## config.mk

```make
export PLATFORM = sky130hd
export DESIGN_NAME = bus_arbiter_4x16
export DESIGN_NICKNAME = d
export VERILOG_FILES = /design/src/rtl/bus_arbiter_4x16.sv
export SDC_FILE = /design/constraint.sdc
export NUM_CORES = 1
export LEC_CHECK = 0
export BUFFER_PORTS_ARGS = -buffer_cell sky130_fd_sc_hd__clkbuf_2
export CAP_MARGIN = 30
export CORE_ASPECT_RATIO = 1.2
export CORE_MARGIN = 2
export CORE_UTILIZATION = 47
export CTS_BUF_LIST = sky130_fd_sc_hd__clkbuf_8
export DETAILED_ROUTE_END_ITERATION = 7
export PLACE_DENSITY = 0.87
export SYNTH_ARGS = -nofsm -noshare
export SYNTH_HDL_FRONTEND = slang
export SYNTH_SLANG_ARGS = --single-unit
```

## constraint.sdc

```tcl
create_clock -name clk -period 3.7 [get_ports clk]
set_clock_uncertainty 0.1 [all_clocks]
set_input_delay 0.37 -clock clk [delete_from_list [all_inputs] [get_ports clk]]
set_output_delay 0.37 -clock clk [all_outputs]
set_load 0.01 [all_outputs]
```

## src/rtl/bus_arbiter_4x16.sv

```systemverilog
// Round-robin arbiter sharing one 16-bit result bus between four requesters.
// A hold limit bounds each tenure, and one idle cycle always separates two owners.
module bus_arbiter_4x16 #(
  parameter int MAX_HOLD = 8,
  parameter int CNT_W    = 8
) (
  input  logic        clk,
  input  logic        reset_n,
  input  logic [3:0]  req,
  input  logic [15:0] data0,
  input  logic [15:0] data1,
  input  logic [15:0] data2,
  input  logic [15:0] data3,
  output logic [3:0]  gnt,
  output logic [1:0]  sel,
  output logic [15:0] bus_value,
  output logic        bus_valid
);

  typedef enum logic {IDLE, GRANT} state_t;

  localparam bit               LIMITED   = (MAX_HOLD != 0);
  localparam logic [CNT_W-1:0] HOLD_LAST = LIMITED ? CNT_W'(MAX_HOLD - 1) : '0;

  state_t           state;
  logic [1:0]       rr_ptr;
  logic [CNT_W-1:0] hold_cnt;
  logic [3:0]       rot;
  logic [1:0]       offset;
  logic [1:0]       winner;
  logic             release_now;
  logic [15:0]      mux_out;

  // Rotate req so that bit 0 is the rr_ptr requester, then take the first set bit.
  assign rot = 4'({req, req} >> rr_ptr);

  // NOTE: every signal assigned in always_comb gets a default first, so no latch can be inferred.
  always_comb begin
    offset = 2'd0;
    casez (rot)
      4'b???1: offset = 2'd0;
      4'b??10: offset = 2'd1;
      4'b?100: offset = 2'd2;
      default: offset = 2'd3;
    endcase
  end

  assign winner      = rr_ptr + offset;
  assign release_now = !req[sel] || (LIMITED && (hold_cnt == HOLD_LAST));

  // NOTE: state registers use non-blocking assignments so every flop samples pre-edge values.
  always_ff @(posedge clk or negedge reset_n) begin
    if (!reset_n) begin
      state    <= IDLE;
      gnt      <= 4'b0000;
      sel      <= 2'd0;
      rr_ptr   <= 2'd0;
      hold_cnt <= '0;
    end else begin
      case (state)
        IDLE: begin
          if (|req) begin
            state    <= GRANT;
            gnt      <= 4'b0001 << winner;
            sel      <= winner;
            hold_cnt <= '0;
          end
        end
        GRANT: begin
          if (release_now) begin
            // sel is left alone so the mux select stays stable through the idle cycle.
            state  <= IDLE;
            gnt    <= 4'b0000;
            rr_ptr <= sel + 2'd1;
          end else if (hold_cnt != '1) begin
            hold_cnt <= hold_cnt + 1'b1;
          end
        end
        default: state <= IDLE;
      endcase
    end
  end

  assign bus_valid = |gnt;

  always_comb begin
    mux_out = data0;
    case (sel)
      2'd0: mux_out = data0;
      2'd1: mux_out = data1;
      2'd2: mux_out = data2;
      2'd3: mux_out = data3;
      default: mux_out = data0;
    endcase
  end

  assign bus_value = bus_valid ? mux_out : 16'h0000;

endmodule

```

Word-level counts from Yosys, hierarchy flattened. Cells that the tools add are included.

Register bits after elaboration: 17. Bits in latches: 0. Bits in writable memories: 0. ROM bits: 0. Bits of input ports: 70. Output and inout port bits: 23. Logic and storage cells: 47. Memories kept: 0.

Add/sub/neg operators: 3. Multiply operators: 0. Divide/modulo/power cells: 0. Magnitude comparators: 1. Eq/ne operators: 11. Shifts and indexed selects: 2. Multiplexer cells: 15. Bitwise logic cells: 1. Reductions and logical operators: 9.

Operators with widths (count): one-hot mux 16 bit (4 select lines) (1); 2-to-1 mux 8 bit (3); 2-to-1 mux 16 bit (1); one-hot mux 8 bit (2 select lines) (1); adder 8 x 1 -> 8 bit (second input constant) (1); equality test 8 x 3 -> 1 bit (second input constant) (1); 2-to-1 mux 4 bit (2); inequality test 8 bit (second input constant) (1); one-hot mux 4 bit (2 select lines) (1); OR reduction 4 bit (2); >> shifter 8 x 2 -> 3 bit (1); equality test 2 bit (second input constant) (3); one-hot mux 2 bit (3 select lines) (1); AND reduction 2 bit (3); inequality test 2 x 1 -> 1 bit (second input constant) (2); inequality test 2 bit (second input constant) (2); << shifter 1 x 2 -> 4 bit (first input constant) (1); equality test 3 bit (second input constant) (1); less-than comparator 2 x 3 -> 1 bit (second input constant) (1); 2-to-1 mux 1 bit (3); AND reduction 3 bit (1); adder 2 x 1 -> 2 bit (second input constant) (1); adder 2 bit (1); binary-select mux 1 bit (select 2 bit) (1); 6 further kinds (6).

Logic depth before layout (Yosys ltp).
Word-level depth: 7. Gate-level depth with buffers: 9. Mapped depth without buffers: 8.

Least setup slack after synthesis. OpenSTA, ideal clock, no wires.

Kind: reg2out. Start point: reg sel[0]. End point: out bus_value[14]. Arrival: 1.668 ns. Required time: 3.230 ns. Path slack: 1.562 ns. Stages on the path, launching flop included: 9. Buffers on the path: 2. Cell sequence: dfrtp_1 > inv_1 > ha_1 > clkbuf_1 > clkbuf_1 > a222oi_1 > nor2_1 > a21oi_1 > nor2_1.

Cells in the longest elaborated chain, start to end: 3. Elaborated cells on any way between the ends: 6. Those cells by class: eq/ne: 3; mux: 2; reduce/logical: 1.

Ends and longest elaborated chain: start: declaration (RTL line 15) `output logic [1:0] sel,`; start signal: assignment (RTL line 65) `sel <= winner;`; equality test 2 bit (tied with other cells) (RTL line 88) `case (sel)`; one-hot mux 16 bit (4 select lines) (*) (RTL line 88); 2-to-1 mux 16 bit (*) (RTL line 97) `assign bus_value = bus_valid ? mux_out : 16'h0000;`; end: declaration (RTL line 16) `output logic [15:0] bus_value,`.

Every way passes the cells marked *; elsewhere a longest branch is shown, timed or not.

Final worst setup path.
Start point: reg sel[0]. End point: out bus_value[4].

The elaborated chain is that of the path after synthesis.

==> summary.md <==
| Metric | Value |
|---|---|
| Status | finished clean |
| EDFF count, synth | 0 |
| Hold Crit Class | register to register |
| Placed Cells | 295 |
| Final setup viols | 0 |
| Slowest CP cell | ha_1 |
| Slowest stage delay, CP | 0.81 ns |
| Vias/cell | 5.93 |
| Row count | 21 |
| Fraction of registers with async set/reset | 100% |
| Crit Path Class | register to output pin |
| Internal | 719 uW |
| Die width | 53.9 um |
| LEAKAGE | 0.000995 uW |
| Tmin final | 2.64 ns |
| Gr ovfl total | 0 |
| Vias | 1778 |
| First-pass GRT wire length | 6930 um |
| Yosys top cell area share | 30.2% |
| Top Ports | 93 |
| R2r setup slk | 1.69 ns |
| Combinational share of power | 67.6% |
| Max-cap viol count | 0 |
| Mapped Nets | 255 |
| CP Launch Type | register |
| Die Y | 63.9 um |
| Htree depth | 1 |
| Critical Path Sink Type | output pin |
| CTS tree | done |
| Clk pwr share | 9.8% |
| Layout Nets | 343 |
| Fraction of layout cells with a size suffix above 1 | 38.7% |
| CP arrival | 2.17 ns |
| Vias in the first global route | 1626 |
| RSZ-0062 raised after global routing | no |
| Most Frequent Cell on Critical Path | nor2_1 |
| Worst Path Max Fanout | 32 |
| Synth Cell Area | 0.00141 mm2 |
| # clock sinks | 17 |
| Clock transition at path regs | 0.07 ns |
| F_max | 379 MHz |
| Die Footprint | 0.00345 mm2 |
| Initial core utilization | 50.0% |
| GRT Total Usage | 26.6% |
| Cell taking the most area after synthesis | dfrtp_1 |
| #FFs+latches synth | 17 |
| ANT cells | 0 |
| Worst Hold Depth | 2 |
| Initial drt markers | 108 |
| DR DRC count | 0 |
| Gr busiest metal | met2 |
| Grt met2 use | 45.7% |
| Total CTS buffers | 3 |
| Detailed Route WL | 4550 um |
| Required @ worst endpoint | 3.23 ns |
| Slew margin rel. | 36.0% |
| Largest cells by area after synthesis | dfrtp_1 30%, a222oi_1 11%, nor2_1 9.6%, a21oi_1 7.1%, ha_1 5.3% |
| R2R cell count | 5 |
| Primary FF master, synth | dfrtp_1 |
| Final Cycle Share | 71.4% |
| Largest net degree at the start of global routing | 33 |
| Core Footprint | 0.00281 mm2 |
| P per Cell Area | 741 mW/mm2 |
| GRT met1 Usage | 27.6% |
| Post-CTS Setup Inserts | 0 |
| Initial antenna violation count | 0 |
| Mean Syn Cell Area | 7.86 um2 |
| Area delta synth->final | 37.2% |
| NetSw | 711 uW |
| Sw frac | 49.7% |
| Max Root-Sink Buffers | 2 |
| Post-DR wirelength/cell | 15.2 um |
| Met3 global-route usage | 10.0% |
| First-pass iteration count of the detailed router | 5 |
| CTS root buf | clkbuf_8 |
| Yosys Warn Count | 0 |
| Final Non-Filler Cells | 300 |
| DP HPWL | 3610 um |
| TNS Setup | 0 ns |
| Finished Core Util | 68.6% |
| Peak VDD IR | 581 uV |
| Max-slew violation count | 0 |
| Post-cts hold buffer count | 1 |
| CTS resizes | 0 |
| Syn Inst Count | 179 |
| Clk_lat worst skew | 0.26 ns |
| Hold_ws | 0.422 ns |
| Worst slew pin tran | 0.960 ns |
| Reg power frac | 22.5% |
| IO Port Bufs | 92 |
| Gpl congestion | 0.860 |
| Count of cell types in the netlist | 34 |
| Sequential area share after synthesis | 30.2% |
| Final Hold Viols | 0 |
| Crit-path cells | inv_1, ha_1, nor2_1, a21oi_1, nor2_1, clkbuf_2 |
| Detail Route Antenna Nets | 0 |
[path summary, 6_finish.rpt]
path                        startpoint           end
max                             sel[0]  bus_value[4]
min                             gnt[2]        gnt[2]
min reg2reg                     gnt[2]        gnt[2]
max in group asynchronous      reset_n   hold_cnt[6]
min in group asynchronous      reset_n   hold_cnt[5]
max reg2reg                hold_cnt[4]   hold_cnt[0]
[final cells by class]
| class | count | area, um2 |
|---|---|---|
| fill | 265 | 882 |
| multi-input combinational | 145 | 916 |
| clock inverter | 1 | 3.75 |
| sequential | 17 | 425 |
| tap | 34 | 42.5 |
| inverter | 6 | 22.5 |
| timing repair buffer | 94 | 478 |
| clock buffer | 3 | 41.3 |
[worst max-delay path: cells and delay by family (launching register included)]
| family | cells | cell delay, ns |
|---|---|---|
| flip-flops | 1 | 0.46 |
| buffers and inverters | 2 | 0.27 |
| adder cells (fa/ha/maj) | 1 | 0.81 |
| AO/OA/AOI/OAI | 1 | 0.17 |
| AND/OR/NAND/NOR | 2 | 0.20 |
[sequential cells by signal, indices dropped and copies added, names as in the netlist]
register,count
hold_cnt,8
gnt,4
rr_ptr,2
sel,2
state,1
[power by group through the flow]
stage                     Clock [uW]  Combinational, uW  Sequential (uW)
after floorplan                    0                692              311
after global placement             0                956              322
after detailed placement           0                961              325
after CTS                        143                965              321
after global routing             151               1090              334
final                            140                967              322
[routing by layer]
metal	routed length (um)	vias up
met5	0	-
met4	129	0
met3	607	14
met2	2250	102
met1	1560	804
li1	-	858
[synth_stat cells, types with 2 or more instances]
| cell | number |
|---|---|
| inv_1 | 6 |
| mux2i_1 | 3 |
| xor2_1 | 3 |
| or3_1 | 2 |
| nand3_1 | 7 |
| nor3_1 | 2 |
| ha_1 | 6 |
| a22o_1 | 2 |
| o21ai_0 | 8 |
| clkbuf_1 | 9 |
| o31ai_1 | 4 |
| a222oi_1 | 16 |
| nor2_1 | 36 |
| nand2_1 | 12 |
| o211ai_1 | 5 |
| mux2_2 | 2 |
| nand4_1 | 3 |
| a21oi_1 | 20 |
| nand2b_1 | 2 |
| dfrtp_1 | 17 |
[cell usage in the layout (no fill, tap or decap), drive strengths merged, types with 2 or more instances in the layout]
cell type	count
o211ai	5
nand2b	2
nor4	2
nor2	36
dfrtp	17
xor2	3
nor3	2
nand4	3
clkbuf	95
mux2i	3
mux2	2
o31ai	4
a22o	2
nand2	12
o21ai	8
or3	2
nand3	7
inv	7
a21oi	20
a222oi	16
ha	6
[metrics by stage]
step	area, um2	worst slack, ns	total power [uW]
after CTS	1930	1.08	1430
after global placement	1870	1.42	1280
after floorplan	1410	1.56	1000
after detailed placement	1870	1.37	1290
final	1930	1.06	1430
after global routing	1930	0.913	1570
[logic make-up (layout without fill, tap and decap cells)]
| logic type | count (synthesis) | count (layout) | share of synthesized area (%) |
|---|---|---|---|
| and+or+nand+nor | 70 | 70 | 22.7 |
| AOI/OAI and AO/OA | 61 | 61 | 31.5 |
| xor gates and xnor gates | 3 | 3 | 1.87 |
| buffers and inverters | 17 | 104 | 4.63 |
| adders and majority gates | 6 | 6 | 5.34 |
| DFF | 17 | 17 | 30.2 |
| muxes | 5 | 5 | 3.74 |
No activity file was read; power rests on OpenSTA's default activity.
